$ cat src/rtl/dift_trap_ctrl_if.sv
// Trap request handshake between the DIFT trap controller (master) and the core controller (slave).
// trap_req rises the cycle after a captured violation and stays high until the edge that samples trap_ack=1.
// trap_cause and trap_pc are stable for the whole time trap_req is high.
interface dift_trap_ctrl_if #(
  parameter int PC_WIDTH = 32
);
  logic                trap_req;
  logic                trap_ack;
  logic [2:0]          trap_cause;
  logic [PC_WIDTH-1:0] trap_pc;

  modport master (output trap_req, output trap_cause, output trap_pc, input trap_ack);
  modport slave  (input trap_req, input trap_cause, input trap_pc, output trap_ack);
endinterface

$ cat src/rtl/dift_trap_ctrl.sv
// Turns DIFT tag-check violations from ID into a handshaked trap request, latches cause/PC,
// blocks further traps until software clears the event, and keeps overflow/counter status.
module dift_trap_ctrl #(
  parameter int CNT_WIDTH = 16,
  parameter int PC_WIDTH  = 32
) (
  input  logic                 clk,
  input  logic                 rst_n,
  input  logic                 enable_i,
  input  logic                 instr_valid_i,
  input  logic                 trap_i,
  input  logic [2:0]           trap_type_i,
  input  logic [PC_WIDTH-1:0]  pc_id_i,
  input  logic                 clear_i,
  input  logic                 cnt_clear_i,
  dift_trap_ctrl_if.master     ctrl,
  output logic                 kill_o,
  output logic                 stall_o,
  output logic                 busy_o,
  output logic                 overflow_o,
  output logic [CNT_WIDTH-1:0] trap_cnt_o,
  output logic [1:0]           dbg_state_o
);

  localparam logic [1:0] IDLE    = 2'd0;
  localparam logic [1:0] REQ     = 2'd1;
  localparam logic [1:0] SERVICE = 2'd2;

  localparam logic [CNT_WIDTH-1:0] CNT_MAX = {CNT_WIDTH{1'b1}};
  localparam logic [CNT_WIDTH-1:0] CNT_ONE = {{(CNT_WIDTH-1){1'b0}}, 1'b1};

  logic [1:0]           state_q, state_d;
  logic [2:0]           cause_q;
  logic [PC_WIDTH-1:0]  pc_q;
  logic [CNT_WIDTH-1:0] cnt_q;
  logic                 ovf_q;

  logic hit;
  logic in_idle, in_req, in_svc;
  logic capture;
  logic ovf_set;
  logic svc_clear;

  assign hit       = trap_i & instr_valid_i & enable_i;
  assign in_idle   = (state_q == IDLE);
  assign in_req    = (state_q == REQ);
  assign in_svc    = (state_q == SERVICE);
  assign svc_clear = in_svc & clear_i;

  // A violation is only taken when the handler is free, or is being released this very cycle.
  assign capture = hit & (in_idle | svc_clear);
  assign ovf_set = hit & (in_req | (in_svc & ~clear_i));

  always_comb begin
    state_d = state_q;
    case (state_q)
      IDLE:    if (capture) state_d = REQ;
      REQ:     if (ctrl.trap_ack) state_d = SERVICE;
      SERVICE: if (clear_i) state_d = capture ? REQ : IDLE;
      default: state_d = IDLE;
    endcase
  end

  always_ff @(posedge clk or negedge rst_n) begin
    if (!rst_n) begin
      state_q <= IDLE;
      cause_q <= 3'd0;
      pc_q    <= '0;
      ovf_q   <= 1'b0;
    end else begin
      state_q <= state_d;
      if (capture) begin
        cause_q <= trap_type_i;
        pc_q    <= pc_id_i;
      end
      // Overflow is sticky until the handler ends service; a clear+hit re-arms cleanly.
      if (svc_clear) ovf_q <= 1'b0;
      else if (ovf_set) ovf_q <= 1'b1;
    end
  end

  always_ff @(posedge clk or negedge rst_n) begin
    if (!rst_n) begin
      cnt_q <= '0;
    end else if (cnt_clear_i) begin
      cnt_q <= '0;
    end else if (capture && (cnt_q != CNT_MAX)) begin
      cnt_q <= cnt_q + CNT_ONE;
    end
  end

  assign kill_o          = capture;
  assign stall_o         = in_req;
  assign busy_o          = ~in_idle;
  assign overflow_o      = ovf_q;
  assign trap_cnt_o      = cnt_q;
  assign dbg_state_o     = state_q;
  assign ctrl.trap_req   = in_req;
  assign ctrl.trap_cause = cause_q;
  assign ctrl.trap_pc    = pc_q;

endmodule
$ cat src/flat_wrapper.sv
// flat-port wrapper written by rule: the top's interface ports become plain ports
module dift_trap_ctrl_flat 
#(
  parameter int CNT_WIDTH = 16,
  parameter int PC_WIDTH  = 32
)
  (clk, rst_n, enable_i, instr_valid_i, trap_i, trap_type_i, pc_id_i, clear_i, cnt_clear_i, kill_o, stall_o, busy_o, overflow_o, trap_cnt_o, dbg_state_o, ctrl_trap_req, ctrl_trap_cause, ctrl_trap_pc, ctrl_trap_ack);
  dift_trap_ctrl_if #(.PC_WIDTH(PC_WIDTH)) ctrl_i ();
  input  logic clk;
  input  logic rst_n;
  input  logic enable_i;
  input  logic instr_valid_i;
  input  logic trap_i;
  input  logic [2:0] trap_type_i;
  input  logic [PC_WIDTH-1:0] pc_id_i;
  input  logic clear_i;
  input  logic cnt_clear_i;
  output logic kill_o;
  output logic stall_o;
  output logic busy_o;
  output logic overflow_o;
  output logic [CNT_WIDTH-1:0] trap_cnt_o;
  output logic [1:0] dbg_state_o;
  output wire logic [$bits(ctrl_i.trap_req)-1:0] ctrl_trap_req;
  output wire logic [$bits(ctrl_i.trap_cause)-1:0] ctrl_trap_cause;
  output wire logic [$bits(ctrl_i.trap_pc)-1:0] ctrl_trap_pc;
  input wire logic [$bits(ctrl_i.trap_ack)-1:0] ctrl_trap_ack;
  assign ctrl_trap_req = ctrl_i.trap_req;
  assign ctrl_trap_cause = ctrl_i.trap_cause;
  assign ctrl_trap_pc = ctrl_i.trap_pc;
  assign ctrl_i.trap_ack = ctrl_trap_ack;
  dift_trap_ctrl #(.CNT_WIDTH(CNT_WIDTH), .PC_WIDTH(PC_WIDTH)) u_core (.clk(clk), .rst_n(rst_n), .enable_i(enable_i), .instr_valid_i(instr_valid_i), .trap_i(trap_i), .trap_type_i(trap_type_i), .pc_id_i(pc_id_i), .clear_i(clear_i), .cnt_clear_i(cnt_clear_i), .ctrl(ctrl_i), .kill_o(kill_o), .stall_o(stall_o), .busy_o(busy_o), .overflow_o(overflow_o), .trap_cnt_o(trap_cnt_o), .dbg_state_o(dbg_state_o));
endmodule
$ cat config.mk
export PLATFORM = sky130hd
export DESIGN_NAME = dift_trap_ctrl_flat
export DESIGN_NICKNAME = d
export VERILOG_FILES = /design/src/rtl/dift_trap_ctrl_if.sv /design/src/rtl/dift_trap_ctrl.sv /design/src/flat_wrapper.sv
export SDC_FILE = /design/constraint.sdc
export NUM_CORES = 1
export LEC_CHECK = 0
export ABC_AREA = 1
export BUFFER_PORTS_ARGS = -buffer_cell sky130_fd_sc_hd__buf_2
export CAP_MARGIN = 5
export CORE_MARGIN = 4
export CORE_UTILIZATION = 48
export CTS_CLUSTER_SIZE = 14
export DETAILED_ROUTE_END_ITERATION = 8
export GPL_ROUTABILITY_DRIVEN = 0
export GPL_TIMING_DRIVEN = 0
export PLACE_DENSITY_LB_ADDON = 0.3
export SLEW_MARGIN = 20
export SYNTH_ARGS = -nofsm -noshare
export SYNTH_HDL_FRONTEND = slang
export SYNTH_SLANG_ARGS = --single-unit
$ cat constraint.sdc
create_clock -name clk -period 2 [get_ports clk]
set_clock_uncertainty 0.05 [all_clocks]
set_input_delay 0.4 -clock clk [delete_from_list [all_inputs] [get_ports clk]]
set_output_delay 0.4 -clock clk [all_outputs]
set_load 0.05 [all_outputs]
Word-level counts from Yosys, hierarchy flattened
Index checks and enable logic that the tools add are counted.
{"block": "classes", "n_addsub": 1, "n_eq_ne": 6, "muxes": 9, "n_bitwise": 10, "reduce_logical": 5}
{"operator": "16-bit two-way mux", "count": 2}
{"operator": "16-bit by 1-bit adder with 16-bit output, second input constant", "count": 1}
{"operator": "16-bit inequality test, second input constant", "count": 1}
{"operator": "1-bit AND", "count": 6}
{"operator": "2-bit two-way mux", "count": 3}
{"operator": "2-bit inequality test, second input constant", "count": 3}
{"operator": "2-bit one-hot mux with 3 select lines", "count": 1}
{"operator": "2-bit nonzero test", "count": 2}
{"operator": "1-bit two-way mux", "count": 3}
{"operator": "3-bit AND reduction", "count": 1}
{"operator": "2-bit by 1-bit equality test with 1-bit output, second input constant", "count": 1}
{"operator": "2-bit equality test, second input constant", "count": 1}
{"operator": "2-bit logical NOT", "count": 1}
{"operator": "1-bit inverter", "count": 2}
{"operator": "1-bit bitwise OR", "count": 2}
{"operator": "1-bit logical AND", "count": 1}
{"block": "word_totals", "reg_bits": 54}

Longest topological paths before layout
Gate-level depths: netlist of run 1.
{"block": "depth", "ltp_word": 7, "ltp_mapped": 10}

Worst setup path before layout of run 1
No wires, ideal clock.
{"block": "synth_path", "kind": "register to output", "start": "reg u_core.state_q[0], in the netlist u_core.dbg_state_o[0]", "end": "out stall_o", "arrival_ps": 1928, "path_slack_ps": -378, "stages_incl_launch_ff": 4, "n_path_buf": 1, "cell_sequence": "dfrtp_1 > clkinv_1 > nor2_1 > buf_4"}
{"block": "synth_between", "elab_chain_cells": 1}
{"element": "start, declared", "line": "dift_trap_ctrl.sv:32", "rtl": "logic [1:0] state_q, state_d;"}
{"element": "start signal, assigned", "line": "dift_trap_ctrl.sv:71", "rtl": "state_q <= state_d;"}
{"element": "2-bit by 1-bit equality test with 1-bit output", "line": "dift_trap_ctrl.sv:46", "rtl": "assign in_req = (state_q == REQ);"}
{"element": "end, declared", "line": "flat_wrapper.sv:19", "rtl": "output logic stall_o;"}
Every way passes these cells.

Worst setup path in the final report of run 1
{"block": "layout_path", "start": "reg u_core.state_q[0], in the netlist u_core.dbg_state_o[0]", "end": "out kill_o"}
{"block": "layout_between", "elab_chain_cells": 4, "word_cells_on_any_way": 5, "cone_classes": "1 x eq/ne; 3 x bitwise; 1 x reduce/logical"}
{"element": "2-bit equality test", "line": "dift_trap_ctrl.sv:47", "rtl": "assign in_svc = (state_q == SERVICE);"}
{"element": "1-bit AND", "line": "dift_trap_ctrl.sv:48", "rtl": "assign svc_clear = in_svc & clear_i;"}
{"element": "1-bit bitwise OR (*)", "line": "dift_trap_ctrl.sv:51", "rtl": "assign capture = hit & (in_idle | svc_clear);"}
{"element": "1-bit AND (*)", "line": "dift_trap_ctrl.sv:51"}
{"element": "end, declared", "line": "flat_wrapper.sv:18", "rtl": "output logic kill_o;"}
Mark *: on every way between the ends. The rest lies on a longest branch, timed or not.

==> summary.md, run 1 <==
| Metric | Value |
|---|---|
| Sequential Area | 1350 µm² |
| Distinct cells, synth | 25 |
| PortBufs | 100 |
| Critical Path End Type | output port |
| Tot GR Track Use | about a fifth |
| Clock root cell | clkbuf_8 |
| Die Wd | 80.7 µm |
| Max Clk Rate | roughly 0.53 GHz |
| Max-Cap Viols | 0 |
| Cell family with the largest share of critical-path delay | buffers and inverters |
| Number of diodes | 0 |
| Clk_lat worst skew | roughly 0.31 ns |
| Syn Std Cell Area | roughly 2500 µm² |
| Core Area | ~5100 µm² |
| Psw | around 1.5 mW |
| Switching share of power | a little under half |
| EDFF count, synth | 0 |
| Fillcell total | 461 |
| CP Class | flip-flop to output port |
| GRT Residual Overflow | 0 |
| Worst reg-to-reg setup slack | 0.16 ns |
| Worst-Margin Slew | ~0.67 ns |
| Sequential power share | a little over two fifths |
| Hold-fix buffer count after cts | 0 |
| Most frequent cells after synthesis | nand2_1, dfrtp_1, inv_1, nor2_1, nand3_1 |
| Final min period | between 1.5 and 2 ns |
| Layout cells sized above 1 | around 30% |
| HPWL after detailed placement | ~4.3 mm |
| Max Buffers Root-to-Sink | 2 |
| ANT nets after route | 0 |
| Pwr Total | 3.33 mW |
| Reg2reg end | u_core.trap_cnt_o[14] |
| Post-placement setup slack | between 0.1 and 0.15 ns |
| Yosys warns | 0 |
| Routed wire length | 5.91 mm |
| Sequential fraction of the synthesis area | 53.3% |
| WP depth | 5 |
| CP arrival | about 1.5 ns |
| Final setup vio count | 0 |
| HP Class | input port to async pin |
| Pwr per Cell Area | ~1000 nW/µm² |
| VDD IR max | roughly 0.00070 V |
| Most common cell in the netlist | nand2_1 |
| DR DRC count | 0 |
| Area growth syn-to-layout | 28.8% |
| Status | completed |
| Final hold violations | 0 |
| Most used cell, CP | buf_6 |
| Leakage | a little under 2 nW |
| WP buf/inv | 3 |
| Drt first pass iters | 4 |
| Ports | ~100 |
| CP max-delay cell | dfrtp_1 |
| Vias in the first global route | between 2,000 and 2,500 |
| Crit path cell chain | clkinv_1 > o21ai_1 > nor2_2 > buf_6 > buf_6 |
| Area of the multi-input gates | approximately 1000 µm² |
| Antenna violations before repair | 0 |
| Max Slew Vio Count | 0 |
| #FFs+latches synth | 54 |
| Clock Power Share | between 10% and 20% |
| Mean Syn Cell Area | 7.75 µm² |
| Setup crit end | kill_o |
| Fraction of synthesized cell area taken by the top area cell type | between 50% and 60% |
| Top cells by area, synth | dfrtp_1, nand2_1, nand3_1, inv_1, nor2_1 |
| Number of cell rows | 26 |
| Largest net degree at the start of global routing | 55 |
| Largest stage delay, worst path | a little under 0.4 ns |
| CP Launch Type | flip-flop |
| TritonCTS Sinks | 54 |
| P_int | ~1.8 mW |
| Comb pwr share | ~40% |
| Cells after Synth | 327 |
| Initial Util | around 50% |
| Crit Path Max Fanout | 10 |
| Top_reg_cell synth | dfrtp_1 |
| CTS tree | built |
| Final Worst Setup Slack | roughly 0.098 ns |
| Vias/cell | between 4 and 5 |
| Worst slew margin | between 50% and 60% |
| RSZ-0062 raised after global routing | no |
| Initial DRC count | 96 |
| Fin crit share | a little over nine tenths |
| Synth Net Count | 371 |
| Die Ht | between 80 and 90 µm |
| Area of the die | 6510 µm² |
| Area leader, netlist | dfrtp_1 |
| Htree depth | 2 |
| First-pass GRT wire length | 9.86 mm |
| Via count | ~2,400 |
| Routed WL per cell | between 10 and 15 µm |
| CTS buffer count | 5 |
| FF-to-FF Start | u_core.trap_cnt_o[0] |
| Register clock-pin slew on the reported worst setup and hold paths | 0.10 ns |
| Start point of the critical path | u_core.dbg_state_o[0] |
| Worst Reg-to-Reg Cells | 10 |
| Post-route setup TNS | 0 ns |
| CP required | 1.55 ns |
| Fin nets | 481 |
| FFs w/ async S/R, synth | 100% |
-- through the flow --
stage / instances / hold WS (ns) / instance area, µm² / utilization, %
floorplan: 327 / 0.0544 / 2540 / -
global placement: 497 / 0.398 / 3130 / 61.3
detailed placement: 497 / 0.404 / 3130 / 61.4
CTS: 505 / 0.0949 / 3240 / 63.4
global route: 508 / 0.127 / 3260 / 63.9
finish: 508 / 0.0540 / 3260 / 63.9
-- area by class of cell --
type / count / share of cell area [%]
Inverter: 24 / 2.76
Sequential cell: 54 / 41.4
Clock inverter: 3 / 0.728
Multi-Input combinational cell: 239 / 32.1
Clock buffer: 5 / 2.11
Timing Repair Buffer: 103 / 16.3
Buffer: 10 / 1.95
Tap cell: 70 / 2.68
-- logic make-up (layout without fill, tap and decap cells) --
kind of cell	Yosys count	in the layout	synth area share (%)
AO/OA/AOI/OAI	11	11	2.52
buffers and inverters	34	145	5.78
AND/OR/NAND/NOR	222	222	36.2
adder cells (fa/ha/maj)	1	1	0.494
XOR/XNOR	5	5	1.73
flip-flops	54	54	53.3
-- cell usage in the layout (no fill, tap or decap) --
master | Yosys | routed
buf_6 | 1 | 3
nand2_1 | 170 | 170
clkbuf_1 | 2 | 1
xnor2_1 | 2 | 2
nor2_2 | 2 | 3
clkinvlp_4 | 0 | 2
dfrtp_1 | 54 | 54
a21oi_1 | 1 | 1
nand3_1 | 17 | 17
nand2_4 | 1 | 1
inv_6 | 0 | 1
xor2_1 | 3 | 3
nand4_1 | 10 | 10
o21bai_1 | 1 | 1
nor2_4 | 3 | 4
inv_1 | 20 | 20
nor2_1 | 18 | 16
buf_2 | 6 | 104
inv_2 | 2 | 2
o21ai_1 | 4 | 4
ha_1 | 1 | 1
clkinv_1 | 2 | 2
o21a_1 | 1 | 1
a22o_1 | 1 | 1
nand2_2 | 1 | 1
buf_4 | 1 | 5
o21ai_0 | 3 | 3
clkbuf_8 | 0 | 5
-- per-layer routing --
layer / global-route usage [%] / vias to the layer above / part of all wire [%]
met1: 24.6 / 1054 / 45
met5: 0 / - / 0
met4: 6.25 / 0 / 1.2
met2: 32.8 / 68 / 48
li1: - / 1225 / -
met3: 4.48 / 5 / 6.0
-- sequential cells by signal, summed over array words and instances, names as in the netlist --
signal / count
u_core.dbg_state_o: 2
u_core.overflow_o: 1
u_core.ctrl.trap_pc: 32
u_core.trap_cnt_o: 16
u_core.ctrl.trap_cause: 3
-- repair_timing --
action | 4_1_cts | 5_1_grt
resized for setup | 4 | 2
setup endpoints to repair | 1 | 1
pin swaps | 0 | 1
endpoints found under the hold margin | 0 | 0
setup buffers | 0 | 3
-- power groups by stage --
stage | clock [mW] | sequential [mW] | combinational [mW]
CTS | 0.657 | 1.39 | 1.30
global placement | 0 | 1.41 | 1.28
global route | 0.703 | 1.42 | 1.38
finish | 0.637 | 1.39 | 1.30
floorplan | 0 | 2.11 | 0.254
detailed placement | 0 | 1.41 | 1.30
-- worst min path at each step --
| stage | end | slack [ns] | cells past startpoint |
|---|---|---|---|
| floorplan | u_core.ctrl.trap_cause[0] | 0.05 | 0 |
| global placement | u_core.ctrl.trap_pc[1] | 0.40 | 2 |
| detailed placement | u_core.ctrl.trap_pc[20] | 0.40 | 2 |
| CTS | u_core.ctrl.trap_pc[25] | 0.09 | 1 |
| global route | u_core.ctrl.trap_pc[10] | 0.13 | 1 |
| finish | u_core.trap_cnt_o[3] | 0.05 | 1 |
Note: power is estimated with default switching activity, not from simulation.
==> run 2, diff against run 1 <==
--- a/config.mk
+++ b/config.mk
@@ -16,3 +16,3 @@
 export GPL_TIMING_DRIVEN = 0
-export PLACE_DENSITY_LB_ADDON = 0.3
+export PLACE_DENSITY = 0.89
 export SLEW_MARGIN = 20
--- a/constraint.sdc
+++ b/constraint.sdc
@@ -4,2 +4,2 @@
 set_output_delay 0.4 -clock clk [all_outputs]
-set_load 0.05 [all_outputs]
+set_load 0.005 [all_outputs]
==> run 2 against run 1 <==
Against the previous run: largest cell class unchanged; highest routed layer unchanged; hold slack improved by 0.010 ns; utilization shrank 1.1 points; clock power down 9.7%; die area unchanged.
==> summary.md, run 2 (synthesis gave the netlist of run 1 again) <==
| Metric | Value |
|---|---|
| Routed WL per cell | 12.2 µm (+5.2%) |
| Area of the die | 6510 µm² (unchanged) |
| ANT nets after route | 0 (unchanged) |
| Initial Util | 49.6% (unchanged) |
| Fin area | 3210 µm² (-1.6%) |
| Fin nets | 478 (-0.62%) |
| Clock root cell | clkbuf_8 |
| Final min period | 1.88 ns (-0.0175 ns) |
| Core Area | 5110 µm² (unchanged) |
| Fin crit share | 94.2% (-0.87 points) |
| Vias in the first global route | 2,307 (+2.9%) |
| Vias/cell | 4.85 (+4.7%) |
| Start point of the critical path | u_core.dbg_state_o[1] |
| Area of the multi-input gates | 1040 µm² (-0.72%) |
| Post-Route Utilization | 62.9% (-1.1 points) |
| Number of diodes | 0 (unchanged) |
| Crit Path Max Fanout | 10 (unchanged) |
| Most common cell after layout, fill and taps aside | nand2_1 |
| Layout cells sized above 1 | 29.0% (-0.88 points) |
| Final setup vio count | 0 (unchanged) |
| Number of cell rows | 26 (unchanged) |
| Tot GR Track Use | 19.2% (-0.22 points) |
| Max Clk Rate | 0.531 GHz (+0.93%) |
| Post-route setup TNS | 0 ns (unchanged) |
| GRT Residual Overflow | 0 (unchanged) |
| Max Buffers Root-to-Sink | 2 (unchanged) |
| HPWL after detailed placement | 4.61 mm (+6.0%) |
| CP required | 1.55 ns (about the same) |
| RSZ-0062 raised after global routing | no |
| WHS | 0.0642 ns (+0.0102 ns) |
| Max reg flops | 32 (unchanged) |
| Ports | 101 (unchanged) |
| CTS buffer count | 5 (unchanged) |
| Antenna violations before repair | 0 (unchanged) |
| Hold-fix buffer count after cts | 0 (unchanged) |
| FF-to-FF Start | u_core.trap_cnt_o[0] |
| Final Worst Setup Slack | 0.115 ns (+0.0175 ns) |
| TritonCTS Sinks | 54 (unchanged) |
| Post-DP Area | 3130 µm² (-0.28%) |
| Leakage | 1.91 nW (-0.85%) |
| Largest net degree at the start of global routing | 55 (unchanged) |
| Cts repair resizes | 1 (-3) |
| Clk_lat worst skew | 0.30 ns (about the same) |
| Max-Cap Viols | 0 (unchanged) |
| Non-Filler Instances | 504 (-0.79%) |
| DR DRC count | 0 (unchanged) |
| Status | completed |
| CP arrival | 1.43 ns (-0.02 ns) |
| Routed wire length | 6.16 mm (+4.4%) |
| DP Cell Count | 497 (unchanged) |
| Initial DRC count | 154 (+60%) |
| Area growth syn-to-layout | 26.7% |
| Via count | 2,444 (+3.9%) |
| Pwr per Cell Area | 786 nW/µm² (-23%) |
| CP Class | flip-flop to output port |
| Drt first pass iters | 4 (unchanged) |
| Die Wd | 80.7 µm (unchanged) |
| Worst slew margin | 54.9% (-0.65 points) |
| Pwr Total | 2.52 mW (-24%) |
| Max Slew Vio Count | 0 (unchanged) |
| Most frequent cells in the layout | nand2_1, buf_2, dfrtp_1 |
| VDD IR max | 0.000545 V (-22%) |
| CP Launch Type | flip-flop |
| Number of buffers added for setup after CTS | 0 (unchanged) |
| Die Ht | 80.7 µm (unchanged) |
| First-pass GRT wire length | 9.77 mm (-0.91%) |
| Final hold violations | 0 (unchanged) |
| Worst-Margin Slew | 0.677 ns (+0.00977 ns) |
| HP Class | input port to async pin |
| Sequential Area | 1350 µm² (unchanged) |
| Post-placement setup slack | 0.151 ns (+0.0145 ns) |
| Register clock-pin slew on the reported worst setup and hold paths | 0.10 ns (about the same) |
| Fillcell total | 467 (+1.3%) |
| Critical Path End Type | output port |
| PortBufs | 100 (unchanged) |
| Htree depth | 2 (unchanged) |
| CTS tree | built |
==> run 2: layout make-up <==
class                      instances  area share (%)
buffer                            10            1.87
clock buffer                       5            2.14
clock inverter                     2           0.312
inverter                          24            2.81
multi-input combinational        239            32.4
sequential                        54            42.1
tap                               70            2.73
timing repair buffer             100            15.7
==> run 2: worst paths after layout <==
kind,to,slack (ns),cells past startpoint
max,kill_o,0.12,5
min,u_core.trap_cnt_o[3],0.06,1
max reg2reg,u_core.trap_cnt_o[13],0.13,10
min reg2reg,u_core.ctrl.trap_cause[1],0.42,2
max in group asynchronous,u_core.trap_cnt_o[15],1.36,1
min in group clk,u_core.ctrl.trap_pc[16],0.24,3
==> run 2: layer usage <==
layer	part of all wire, %	global-route usage [%]	vias to the layer above
met3	7.5	3.81	10
li1	-	-	1220
met5	0	0	-
met1	41	22.2	1124
met4	1.4	6.93	0
met2	51	35.0	90
==> run 2: critical path, stage by stage (launching register included) <==
cell,delay [ns]
dfrtp_1,0.44
inv_2,0.08
o21ai_1,0.09
nor2_2,0.17
clkbuf_4,0.22
buf_2,0.13
==> run 2: where the power goes <==
group | total [mW] | switching (mW) | internal, mW
logic | 0.552 | 0.287 | 0.265
registers | 1.40 | 0.110 | 1.29
clock network | 0.575 | 0.339 | 0.236
